File: config.mk
export PLATFORM = sky130hd
export DESIGN_NAME = nivel_comida_ctrl_flat
export DESIGN_NICKNAME = d
export VERILOG_FILES = /design/src/rtl/nivel_comida_ctrl_if.sv /design/src/rtl/nivel_comida_ctrl.sv /design/src/flat_wrapper.sv
export SDC_FILE = /design/constraint.sdc
export NUM_CORES = 1
export LEC_CHECK = 0
export ABC_AREA = 0
export BUFFER_PORTS_ARGS = -buffer_cell sky130_fd_sc_hd__buf_4
export CAP_MARGIN = 20
export CORE_UTILIZATION = 55
export DETAILED_ROUTE_END_ITERATION = 10
export HOLD_SLACK_MARGIN = 0.08
export PLACE_DENSITY = 0.81
export SYNTH_ARGS = -nofsm -noshare
export SYNTH_HDL_FRONTEND = slang
export SYNTH_SLANG_ARGS = --single-unit
File: constraint.sdc
create_clock -name clk -period 2.7 [get_ports clk]
set_input_delay 0.54 -clock clk [delete_from_list [all_inputs] [get_ports clk]]
set_output_delay 0.54 -clock clk [all_outputs]
set_load 0.01 [all_outputs]
File: src/rtl/nivel_comida_ctrl_if.sv
// Food-level controller bundle: pet-FSM side inputs (button, test mode,
// eating flag) and level/button/debug outputs.
interface nivel_comida_ctrl_if;
  logic       boton_comida_raw;
  logic       test_mode;
  logic       comiendo;
  logic [1:0] nivel;
  logic       boton_comida;
  logic       boton_pulse;
  logic [1:0] estado;
  logic       tick_ms;

  modport master (
    output boton_comida_raw, test_mode, comiendo,
    input  nivel, boton_comida, boton_pulse, estado, tick_ms
  );

  modport slave (
    input  boton_comida_raw, test_mode, comiendo,
    output nivel, boton_comida, boton_pulse, estado, tick_ms
  );
endinterface

File: src/rtl/nivel_comida_ctrl.sv
// Food level generator and food-button debouncer feeding the pet-state FSM.
// A millisecond tick drives level decay (NORMAL), refill (FEEDING) and the
// debounce timer; HOLD freezes the level while test mode is active.
module nivel_comida_ctrl #(
  parameter int unsigned PRESCALE    = 50000,
  parameter int unsigned DEBOUNCE_MS = 20,
  parameter int unsigned DECAY_MS    = 10000,
  parameter int unsigned FEED_MS     = 1000
) (
  input logic               clk,
  input logic               reset,
  nivel_comida_ctrl_if.slave bus
);

  localparam int unsigned PW  = (PRESCALE > 1) ? $clog2(PRESCALE) : 1;
  localparam int unsigned DBW = $clog2(DEBOUNCE_MS + 1);
  localparam int unsigned DCW = $clog2(DECAY_MS + 1);
  localparam int unsigned FDW = $clog2(FEED_MS + 1);

  typedef enum logic [1:0] {
    NORMAL  = 2'b00,
    FEEDING = 2'b01,
    HOLD    = 2'b10
  } state_t;

  state_t           r_state;
  state_t           w_next;
  logic [PW-1:0]    r_pre;
  logic             w_tick;
  logic             r_sync1;
  logic             r_sync2;
  logic             r_btn;
  logic             r_pulse;
  logic [DBW-1:0]   r_db_cnt;
  logic [DBW-1:0]   w_db_next;
  logic [1:0]       r_nivel;
  logic [DCW-1:0]   r_decay;
  logic [DCW-1:0]   w_decay_next;
  logic [FDW-1:0]   r_feed;
  logic [FDW-1:0]   w_feed_next;
  logic [1:0]       w_estado;

  assign w_tick       = (r_pre == PW'(PRESCALE - 1));
  assign w_db_next    = r_db_cnt + 1'b1;
  assign w_decay_next = r_decay + 1'b1;
  assign w_feed_next  = r_feed + 1'b1;

  // Millisecond prescaler: free-running 0..PRESCALE-1
  always_ff @(posedge clk or negedge reset) begin
    if (!reset)      r_pre <= '0;
    else if (w_tick) r_pre <= '0;
    else             r_pre <= r_pre + 1'b1;
  end

  // Button synchronizer and debouncer; press pulse coincides with the 0->1 accept
  always_ff @(posedge clk or negedge reset) begin
    if (!reset) begin
      r_sync1  <= 1'b0;
      r_sync2  <= 1'b0;
      r_btn    <= 1'b0;
      r_pulse  <= 1'b0;
      r_db_cnt <= '0;
    end else begin
      r_sync1 <= ~bus.boton_comida_raw;
      r_sync2 <= r_sync1;
      r_pulse <= 1'b0;
      if (r_sync2 == r_btn) begin
        r_db_cnt <= '0;
      end else if (w_tick) begin
        if (w_db_next == DBW'(DEBOUNCE_MS)) begin
          r_btn    <= r_sync2;
          r_pulse  <= r_sync2;
          r_db_cnt <= '0;
        end else begin
          r_db_cnt <= w_db_next;
        end
      end
    end
  end

  // Level FSM state register
  always_ff @(posedge clk or negedge reset) begin
    if (!reset) r_state <= NORMAL;
    else        r_state <= w_next;
  end

  // Level FSM next state: test_mode overrides comiendo
  always_comb begin
    w_next = r_state;
    if (bus.test_mode) begin
      w_next = HOLD;
    end else begin
      case (r_state)
        NORMAL:  w_next = bus.comiendo ? FEEDING : NORMAL;
        FEEDING: w_next = bus.comiendo ? FEEDING : NORMAL;
        default: w_next = NORMAL;
      endcase
    end
  end

  // Level FSM outputs
  always_comb begin
    w_estado = r_state;
  end

  // Level datapath; a transition cycle suppresses any terminal tick and zeroes both timers
  always_ff @(posedge clk or negedge reset) begin
    if (!reset) begin
      r_nivel <= 2'd3;
      r_decay <= '0;
      r_feed  <= '0;
    end else if (w_next != r_state) begin
      r_decay <= '0;
      r_feed  <= '0;
    end else begin
      case (r_state)
        NORMAL: begin
          r_feed <= '0;
          if (w_tick) begin
            if (w_decay_next == DCW'(DECAY_MS)) begin
              r_decay <= '0;
              if (r_nivel != 2'd0) r_nivel <= r_nivel - 2'd1;
            end else begin
              r_decay <= w_decay_next;
            end
          end
        end
        FEEDING: begin
          r_decay <= '0;
          if (w_tick) begin
            if (w_feed_next == FDW'(FEED_MS)) begin
              r_feed <= '0;
              if (r_nivel != 2'd3) r_nivel <= r_nivel + 2'd1;
            end else begin
              r_feed <= w_feed_next;
            end
          end
        end
        default: begin
          r_decay <= '0;
          r_feed  <= '0;
        end
      endcase
    end
  end

  assign bus.nivel        = r_nivel;
  assign bus.boton_comida = r_btn;
  assign bus.boton_pulse  = r_pulse;
  assign bus.estado       = w_estado;
  assign bus.tick_ms      = w_tick;

endmodule
File: src/flat_wrapper.sv
// flat-port wrapper written by rule: the top's interface ports become plain ports
module nivel_comida_ctrl_flat 
#(
  parameter int unsigned PRESCALE    = 50000,
  parameter int unsigned DEBOUNCE_MS = 20,
  parameter int unsigned DECAY_MS    = 10000,
  parameter int unsigned FEED_MS     = 1000
)
  (clk, reset, bus_boton_comida_raw, bus_test_mode, bus_comiendo, bus_nivel, bus_boton_comida, bus_boton_pulse, bus_estado, bus_tick_ms);
  nivel_comida_ctrl_if bus_i ();
  input logic clk;
  input logic reset;
  input wire logic [$bits(bus_i.boton_comida_raw)-1:0] bus_boton_comida_raw;
  input wire logic [$bits(bus_i.test_mode)-1:0] bus_test_mode;
  input wire logic [$bits(bus_i.comiendo)-1:0] bus_comiendo;
  output wire logic [$bits(bus_i.nivel)-1:0] bus_nivel;
  output wire logic [$bits(bus_i.boton_comida)-1:0] bus_boton_comida;
  output wire logic [$bits(bus_i.boton_pulse)-1:0] bus_boton_pulse;
  output wire logic [$bits(bus_i.estado)-1:0] bus_estado;
  output wire logic [$bits(bus_i.tick_ms)-1:0] bus_tick_ms;
  assign bus_i.boton_comida_raw = bus_boton_comida_raw;
  assign bus_i.test_mode = bus_test_mode;
  assign bus_i.comiendo = bus_comiendo;
  assign bus_nivel = bus_i.nivel;
  assign bus_boton_comida = bus_i.boton_comida;
  assign bus_boton_pulse = bus_i.boton_pulse;
  assign bus_estado = bus_i.estado;
  assign bus_tick_ms = bus_i.tick_ms;
  nivel_comida_ctrl #(.PRESCALE(PRESCALE), .DEBOUNCE_MS(DEBOUNCE_MS), .DECAY_MS(DECAY_MS), .FEED_MS(FEED_MS)) u_core (.clk(clk), .reset(reset), .bus(bus_i));
endmodule
==> results of run 1 <==
[synth_stat cells, types with 4 or more instances]
master,n,area (µm²)
nand2_1,31,116
clkbuf_1,4,15.0
dfrtp_1,51,1280
mux2i_1,6,60.1
a21oi_1,18,90.1
xor2_1,13,114
and4_1,4,35.0
nand3_1,22,110
nor4_1,6,37.5
o21ai_0,9,45.0
ha_1,6,75.1
nand4_1,13,81.3
inv_1,8,30.0
nor3_1,9,45.0
xnor2_1,12,105
buf_2,10,50.1
o211a_1,4,40.0
nor2_1,32,120
[flip-flops by register name, summed over array words and instances, names as in the netlist]
name and cells:
u_core.r_db_cnt 5, u_core.bus.nivel 2, u_core.r_sync1 1, u_core.bus.boton_comida 1
u_core.r_pre 16, u_core.r_feed 10, u_core.bus.boton_pulse 1, u_core.r_decay 14
u_core.r_sync2 1, u_core.bus.estado 2
[layer usage]
layer / track usage, % / wire [µm]
met4: 8.89 / 97
met5: 0 / 0
met2: 38.8 / 3360
met3: 4.47 / 258
met1: 28.4 / 3030
[final cells by class]
cell class	instances	area, µm²
clock buffers	7	86.3
fillers	471	2070
inverters	8	30.0
multi-input cells	256	1750
flip-flops and latches	53	1330
well taps	72	90.1
repair buffers	25	189
[through the flow]
step                area [µm²]  setup TNS (ns)  instances  setup WS [ns]  power, mW
finish                    3470               0        421         0.0890       1.30
global route              3470         -0.0182        421        -0.0182       1.34
CTS                       3410               0        416         0.0362       1.31
detailed placement        3300               0        406          0.210      0.853
global placement          3300               0        406          0.266      0.852
floorplan                 3170               0        334          0.348      0.827
[timing repair]
item,4_1_cts,5_1_grt
pin swaps,1,2
cloned,1,0
setup buffers,2,5
resized for setup,1,4
setup endpoints to repair,1,9
[path summary, 6_finish.rpt]
check	cells past startpoint	slack, ns	to
max	5	0.09	bus_tick_ms
min	1	0.25	u_core.r_decay[4]
max reg2reg	8	0.10	u_core.bus.nivel[0]
min reg2reg	0	0.36	u_core.r_sync2
max in group asynchronous	1	1.98	u_core.r_pre[8]
min in group clk	1	0.35	u_core.bus.estado[1]
[kinds of logic after synthesis]
group | synth area share [%]
adders and majority gates | 2.37
AOI/OAI and AO/OA | 15.6
xor gates and xnor gates | 6.90
muxes | 2.96
DFF | 41.9
and+or+nand+nor | 26.5
buffers and inverters | 3.82
[critical path, stage by stage (launching register included)]
cell	delay (ns)
dfrtp_1	0.43
ha_4	0.16
or4bb_4	0.54
nor4_4	0.31
buf_6	0.20
buf_4	0.13
[power by group through the flow]
stage	Sequential [mW]	Clock [mW]	Combinational, mW
2_1_floorplan	0.814	0	0.0121
6_report	0.800	0.463	0.0358
3_5_place_dp	0.815	0	0.0373
4_1_cts	0.800	0.472	0.0372
5_1_grt	0.800	0.502	0.0414
3_3_place_gp	0.815	0	0.0369
==> reports/qor.yml, run 1 <==
route:
  routed_wl_mm: 6.74
  viasPerCell: 6.18
  vias: 2603
  drc: 0
  ant_nets: 0
  drt_iter0_markers: 193
  drtPass1Iterations: 4
  wl_per_cell_um: 16.0
synthesis:
  synth-seq-cells: 53
  synth-main-ff-cell: "dfrtp_1"
  seq_area_frac_synth_pct: 41.9
  syn-cell-area_mm2: 0.00317
  syn_inst: 334
  ys_types: 67
  synth_edf_count: 0
  syn_nets: 345
  synth_area_per_cell_um2: 9.50
  yosysWarningCount: 0
  ys_async_sr_fraction_pct: 100
clocking:
  holdBufCountCts: 0
  cts_tree: "done"
  cts_buffers: 5
  clockRootBuffer: "clkbuf_8"
  cts.path.max_buffers: 2
  clkLatencyLatePin_ns: 0.31
  cts_sinks: 53
  clk_pin_slew_ns: 0.10
  h-tree-depth: 2
timing:
  fin_crit_ns: 2.61
  whs_ns: 0.249
  skew_ns: 0.0164
  finalCritPeriodShare_pct: 96.7
  drv_slew: 0
  final_hold_viol_count: 0
  worst_pin_slew_ns: 0.668
  slew_headroom_pct: 55.5
  finalSetupViolCount: 0
  fmax_mhz: 383
global_routing:
  grt_usage_pct: 22.8
  grt-ovfl-total: 0
  antenna_found_initial: 0
  grt_max_degree: 54
  grt_pass1_wl_mm: 10.9
  grt_pass1_vias: 2411
setup_path:
  cp.required_ns: 2.16
  r2r_start: "u_core.r_pre[0]"
  cp_max_fo: 10
  cp.arrival_ns: 2.07
  crit_type: "reg2out"
  critPathLaunchType: "flop"
  cp-end-kind: "output port"
  setup.worst_path.start: "u_core.r_pre[0]"
cells_and_area:
  finalNetCount: 360
  antenna_cells: 0
  layout_common_cells: "51 x dfrtp_1, 32 x nor2_1, 31 x nand2_1"
  drive_above_1_share_pct: 14.9
  utilization_pct: 62.6
  syn_to_final_growth_pct: 9.38
  final_common_cell: "dfrtp_1"
floorplanning:
  boundaryPins: 12
  die_area_mm2: 0.00608
  initial_core_util_pct: 57.3
  die_h_um: 78.0
  core-area_mm2: 0.00554
  dieWidth_um: 78.0
  row_count: 27
pwr:
  power.density_mw_per_mm2: 374
  p_comb_share_pct: 2.8
  p_sw_uw: 289
  leakage_nw: 1.48
  power.share.clock_pct: 35.7
  power.internal_mw: 1.01
  power_switching_share_pct: 22.2
  ir_worst_vdd_mv: 0.279
  seq_power_share_pct: 61.6
job:
  maxCapViolCount: 0
run_status:
  status: "complete, no violations"
hold_path:
  hold_class: "in2async"
placement:
  place_congestion: 0.828
  portBuffers: 11
  dpl.hpwl_mm: 4.37
Power figures use the tool's default switching activity.
==> run 2: changes to the inputs <==
PLACE_DENSITY = 0.79   (was 0.81)
==> reports/qor.yml, run 2 (synthesis results as in run 1) <==
pwr:
  power_mw: 1.32
  ir_worst_vdd_mv: 0.350
  leakage_nw: 1.47
  power.density_mw_per_mm2: 384
setup_path:
  cp-end-kind: "output port"
  critical_path_buf_inv_count: 2
  cp.required_ns: 2.16
  path_cells: "ha_4 -> or4bb_4 -> nor4_4 -> buf_6 -> buf_4"
  ff2ff_path_depth: 8
  cpLargestDelayFamily: "simple AND/OR/NAND/NOR gates"
  cp_max_fo: 10
  crit_type: "reg2out"
  critPathLaunchType: "flop"
  path_depth: 5
  slowest_stage: "or4bb_4"
  cp.arrival_ns: 2.07
  critPathMaxStageDelay_ns: 0.53
clocking:
  cts.path.max_buffers: 2
  h-tree-depth: 2
  cts_tree: "done"
  holdBufCountCts: 0
  clk_pin_slew_ns: 0.11
  clkLatencyLatePin_ns: 0.32
  clockRootBuffer: "clkbuf_8"
  cts_sinks: 53
  cts_buffers: 5
hold_path:
  hold_class: "in2async"
floorplanning:
  initial_core_util_pct: 57.3
  die_h_um: 78.0
  row_count: 27
  core-area_mm2: 0.00554
  boundaryPins: 12
  die_area_mm2: 0.00608
  dieWidth_um: 78.0
route:
  routed_wl_mm: 6.55
  wl_per_cell_um: 15.7
  drt_iter0_markers: 221
  drc: 0
  ant_nets: 0
  drtPass1Iterations: 4
  vias: 2554
  viasPerCell: 6.11
placement:
  place_congestion: 0.810
  placedCellCount: 405
  dpl.hpwl_mm: 4.32
  portBuffers: 11
global_routing:
  grt_pass1_wl_mm: 11.1
  grt_pass1_vias: 2379
  grt_usage_pct: 23.3
  grt-ovfl-total: 0
  grt_max_degree: 54
  antenna_found_initial: 0
cells_and_area:
  syn_to_final_growth_pct: 8.79
  top_regs: "u_core.r_pre (16), u_core.r_decay (14), u_core.r_feed (10)"
  utilization_pct: 62.3
  fillers: 458
  largest_reg_flops: 16
  top_register: "u_core.r_pre"
  finalNetCount: 356
  antenna_cells: 0
  drive_above_1_share_pct: 14.5
  instances_no_fill: 418
  final_common_cell: "dfrtp_1"
  layout_common_cells: "51 x dfrtp_1, 32 x nor2_1, 31 x nand2_1"
timing:
  fin_crit_ns: 2.61
  whs_ns: 0.246
  drv_slew: 0
  slew_headroom_pct: 53.1
  worst_pin_slew_ns: 0.698
  finalCritPeriodShare_pct: 96.7
  fmax_mhz: 383
  skew_ns: 0.00871
  final_hold_viol_count: 0
  finalSetupViolCount: 0
run_status:
  status: "complete, no violations"
job:
  maxCapViolCount: 0
==> run 2: cell type report <==
cell class	instances	area [µm²]	share of cell area [%]
sequential	53	1330	38.5
clock buffer	5	68.8	1.99
clock inverter	3	28.8	0.834
inverter	8	30.0	0.870
tap	72	90.1	2.61
multi-input combinational	256	1750	50.6
timing repair buffer	21	159	4.60
==> run 2: power breakdown <==
part           internal, mW  leakage, nW  switching [mW]
Clock                 0.195       0.0506           0.294
Sequential            0.796        0.712         0.00382
Combinational       0.00938        0.706          0.0270
Total                  1.00         1.47           0.325
==> run 2: final timing paths <==
check,startpoint,endpoint,slack (ns)
worst min register to register,u_core.r_sync1,u_core.r_sync2,0.37
worst max register to register,u_core.r_pre[0],u_core.bus.nivel[0],0.10
worst min-delay path,reset,u_core.r_decay[5],0.25
worst max-delay path,u_core.r_pre[0],bus_tick_ms,0.09
min in group clk,bus_boton_comida_raw,u_core.r_sync1,0.35
max in group asynchronous,reset,u_core.r_decay[8],2.02
==> run 2: timing repair <==
action | CTS | global route
setup endpoints to repair | 1 | 9
gates cloned | 1 | 0
setup buffers | 1 | 3
gates resized for setup | 1 | 4
pin swaps | 1 | 2
==> run 2: per-stage QoR <==
step / cell area [µm²] / worst slack [ns] / TNS, ns
floorplan: 3170 / 0.348 / 0
global placement: 3290 / 0.267 / 0
detailed placement: 3290 / 0.204 / 0
CTS: 3410 / 0.00343 / 0
global route: 3450 / -0.0144 / -0.0274
finish: 3450 / 0.0897 / 0
==> run 2: per-layer routing <==
layer  GRT usage, %  wire length, µm  vias up
met2           38.1             3200       72
met3           4.71              376        9
met1           31.4             2890     1221
met4           6.30               79        0
met5              0                0        -
li1               -                -     1252
==> run 3: changes to the inputs <==
CORE_ASPECT_RATIO = 0.6   (was default)
==> reports/qor.yml, run 3 (synthesis results as in run 1) <==
route:
  wl_per_cell_um: 16.9
  ant_nets: 0
  drc: 0
  drtPass1Iterations: 5
  vias: 2653
  routed_wl_mm: 7.15
  drt_iter0_markers: 187
  viasPerCell: 6.26
timing:
  drv_slew: 0
  final_hold_viol_count: 0
  fmax_mhz: 379
  setup_ws_ns: 0.0593
  setup-tns-final_ns: 0
  worst_pin_slew_ns: 0.664
  fin_crit_ns: 2.64
  finalCritPeriodShare_pct: 97.8
  slew_headroom_pct: 55.7
  whs_ns: 0.240
  finalSetupViolCount: 0
  skew_ns: 0.0125
hold_path:
  hold_class: "in2async"
clocking:
  clkLatencyLatePin_ns: 0.31
  clk_pin_slew_ns: 0.10
  cts_sinks: 53
  cts.path.max_buffers: 2
  holdBufCountCts: 0
  h-tree-depth: 2
  cts_tree: "done"
  clockRootBuffer: "clkbuf_8"
  cts_buffers: 5
floorplanning:
  boundaryPins: 12
  core-area_mm2: 0.00531
  initial_core_util_pct: 59.8
  dieWidth_um: 100
  die_h_um: 60.8
  row_count: 20
  die_area_mm2: 0.00609
cells_and_area:
  regArea_mm2: 0.00133
  drive_above_1_share_pct: 14.1
  multiInputGateArea_mm2: 0.00173
  antenna_cells: 0
  fillers: 435
  finalNetCount: 357
  finalInstanceArea_mm2: 0.00345
  top_regs: "u_core.r_pre (16), u_core.r_decay (14), u_core.r_feed (10)"
  largest_reg_flops: 16
  layout_common_cells: "51 x dfrtp_1, 32 x nor2_1, 31 x nand2_1"
  final_common_cell: "dfrtp_1"
  top_register: "u_core.r_pre"
  syn_to_final_growth_pct: 8.83
pwr:
  power.internal_mw: 1.04
  seq_power_share_pct: 60.0
  power.density_mw_per_mm2: 386
  leakage_nw: 1.47
  ir_worst_vdd_mv: 0.228
  power.share.clock_pct: 37.2
  p_comb_share_pct: 2.8
  power_switching_share_pct: 22.2
  p_sw_uw: 295
global_routing:
  grt_max_degree: 54
  grt_usage_pct: 25.8
  grt_pass1_vias: 2499
  grt_pass1_wl_mm: 12.0
  antenna_found_initial: 0
  grt-ovfl-total: 0
setup_path:
  ff2ff_path_depth: 8
  path_cells: "ha_1 -> or4bb_1 -> nor4_4 -> buf_6 -> buf_4"
  critPathMaxStageDelay_ns: 0.54
  slowest_stage: "or4bb_1"
  cp.required_ns: 2.16
  cp.arrival_ns: 2.10
  critPathLaunchType: "flop"
  cp_max_fo: 10
  crit_type: "reg2out"
  cp-end-kind: "output port"
placement:
  place_ws_ns: 0.234
  portBuffers: 11
  dpl.hpwl_mm: 4.90
  place_congestion: 0.858
  dpl_cell_area_mm2: 0.00331
run_status:
  status: "complete, no violations"
job:
  maxCapViolCount: 0
## run 3: cell types whose count changed in the layout (fill, tap and decap cells not counted), sizes merged
cell,before,now
inv,10,8
clkbuf,5,7
buf,21,22
## run 3: what timing repair did
action	4_1_cts	5_1_grt
endpoints found under the setup margin	1	5
setup buffers	2	2
gates resized for setup	1	1
pin swaps	1	1
cloned	1	0
## run 3: worst max-delay path, delay by kind of cell (launching register included)
kind / cells / cell delay (ns)
adder cells (fa/ha/maj): 1 / 0.22
buffers and inverters: 2 / 0.33
flip-flops: 1 / 0.40
AND/OR/NAND/NOR: 2 / 0.84
## run 3: metrics by stage
stage,cells,total power [mW],util (%)
after detailed placement,411,0.853,62.3
after floorplan,334,0.827,-
after global placement,411,0.853,62.3
after CTS,422,1.35,64.7
after global routing,424,1.38,65.1
final,424,1.33,65.1
## run 3: worst paths after layout
check	to	startpoint	slack (ns)
hold reg to reg	u_core.r_sync2	u_core.r_sync1	0.36
setup / recovery	bus_tick_ms	u_core.r_pre[0]	0.06
setup reg to reg	u_core.bus.nivel[0]	u_core.r_pre[0]	0.08
max in group asynchronous	u_core.bus.boton_comida	reset	2.00
hold / removal	u_core.r_feed[6]	reset	0.24
min in group clk	u_core.bus.estado[1]	bus_test_mode	0.36
## run 3: power groups by stage
stage               combinational (mW)  sequential [mW]  clock (mW)
floorplan                       0.0121            0.814           0
global placement                0.0376            0.815           0
detailed placement              0.0381            0.815           0
CTS                             0.0382            0.800       0.510
global route                    0.0428            0.800       0.542
finish                          0.0371            0.800       0.496
## run 3: cell type report
type,count,share of cell area [%]
clock inverters,1,0.145
clock buffers,7,2.79
flip-flops and latches,53,38.5
well taps,77,2.79
multi-input cells,256,50.1
inverters,8,0.870
repair buffers,22,4.82
## run 3: layer usage
| layer | part of all wire, % | vias up | global-route usage, % |
|---|---|---|---|
| met5 | 0 | - | 0 |
| li1 | - | 1258 | - |
| met4 | 0.91 | 0 | 7.45 |
| met2 | 44 | 94 | 40.2 |
| met1 | 48 | 1292 | 37.0 |
| met3 | 6.8 | 9 | 5.18 |
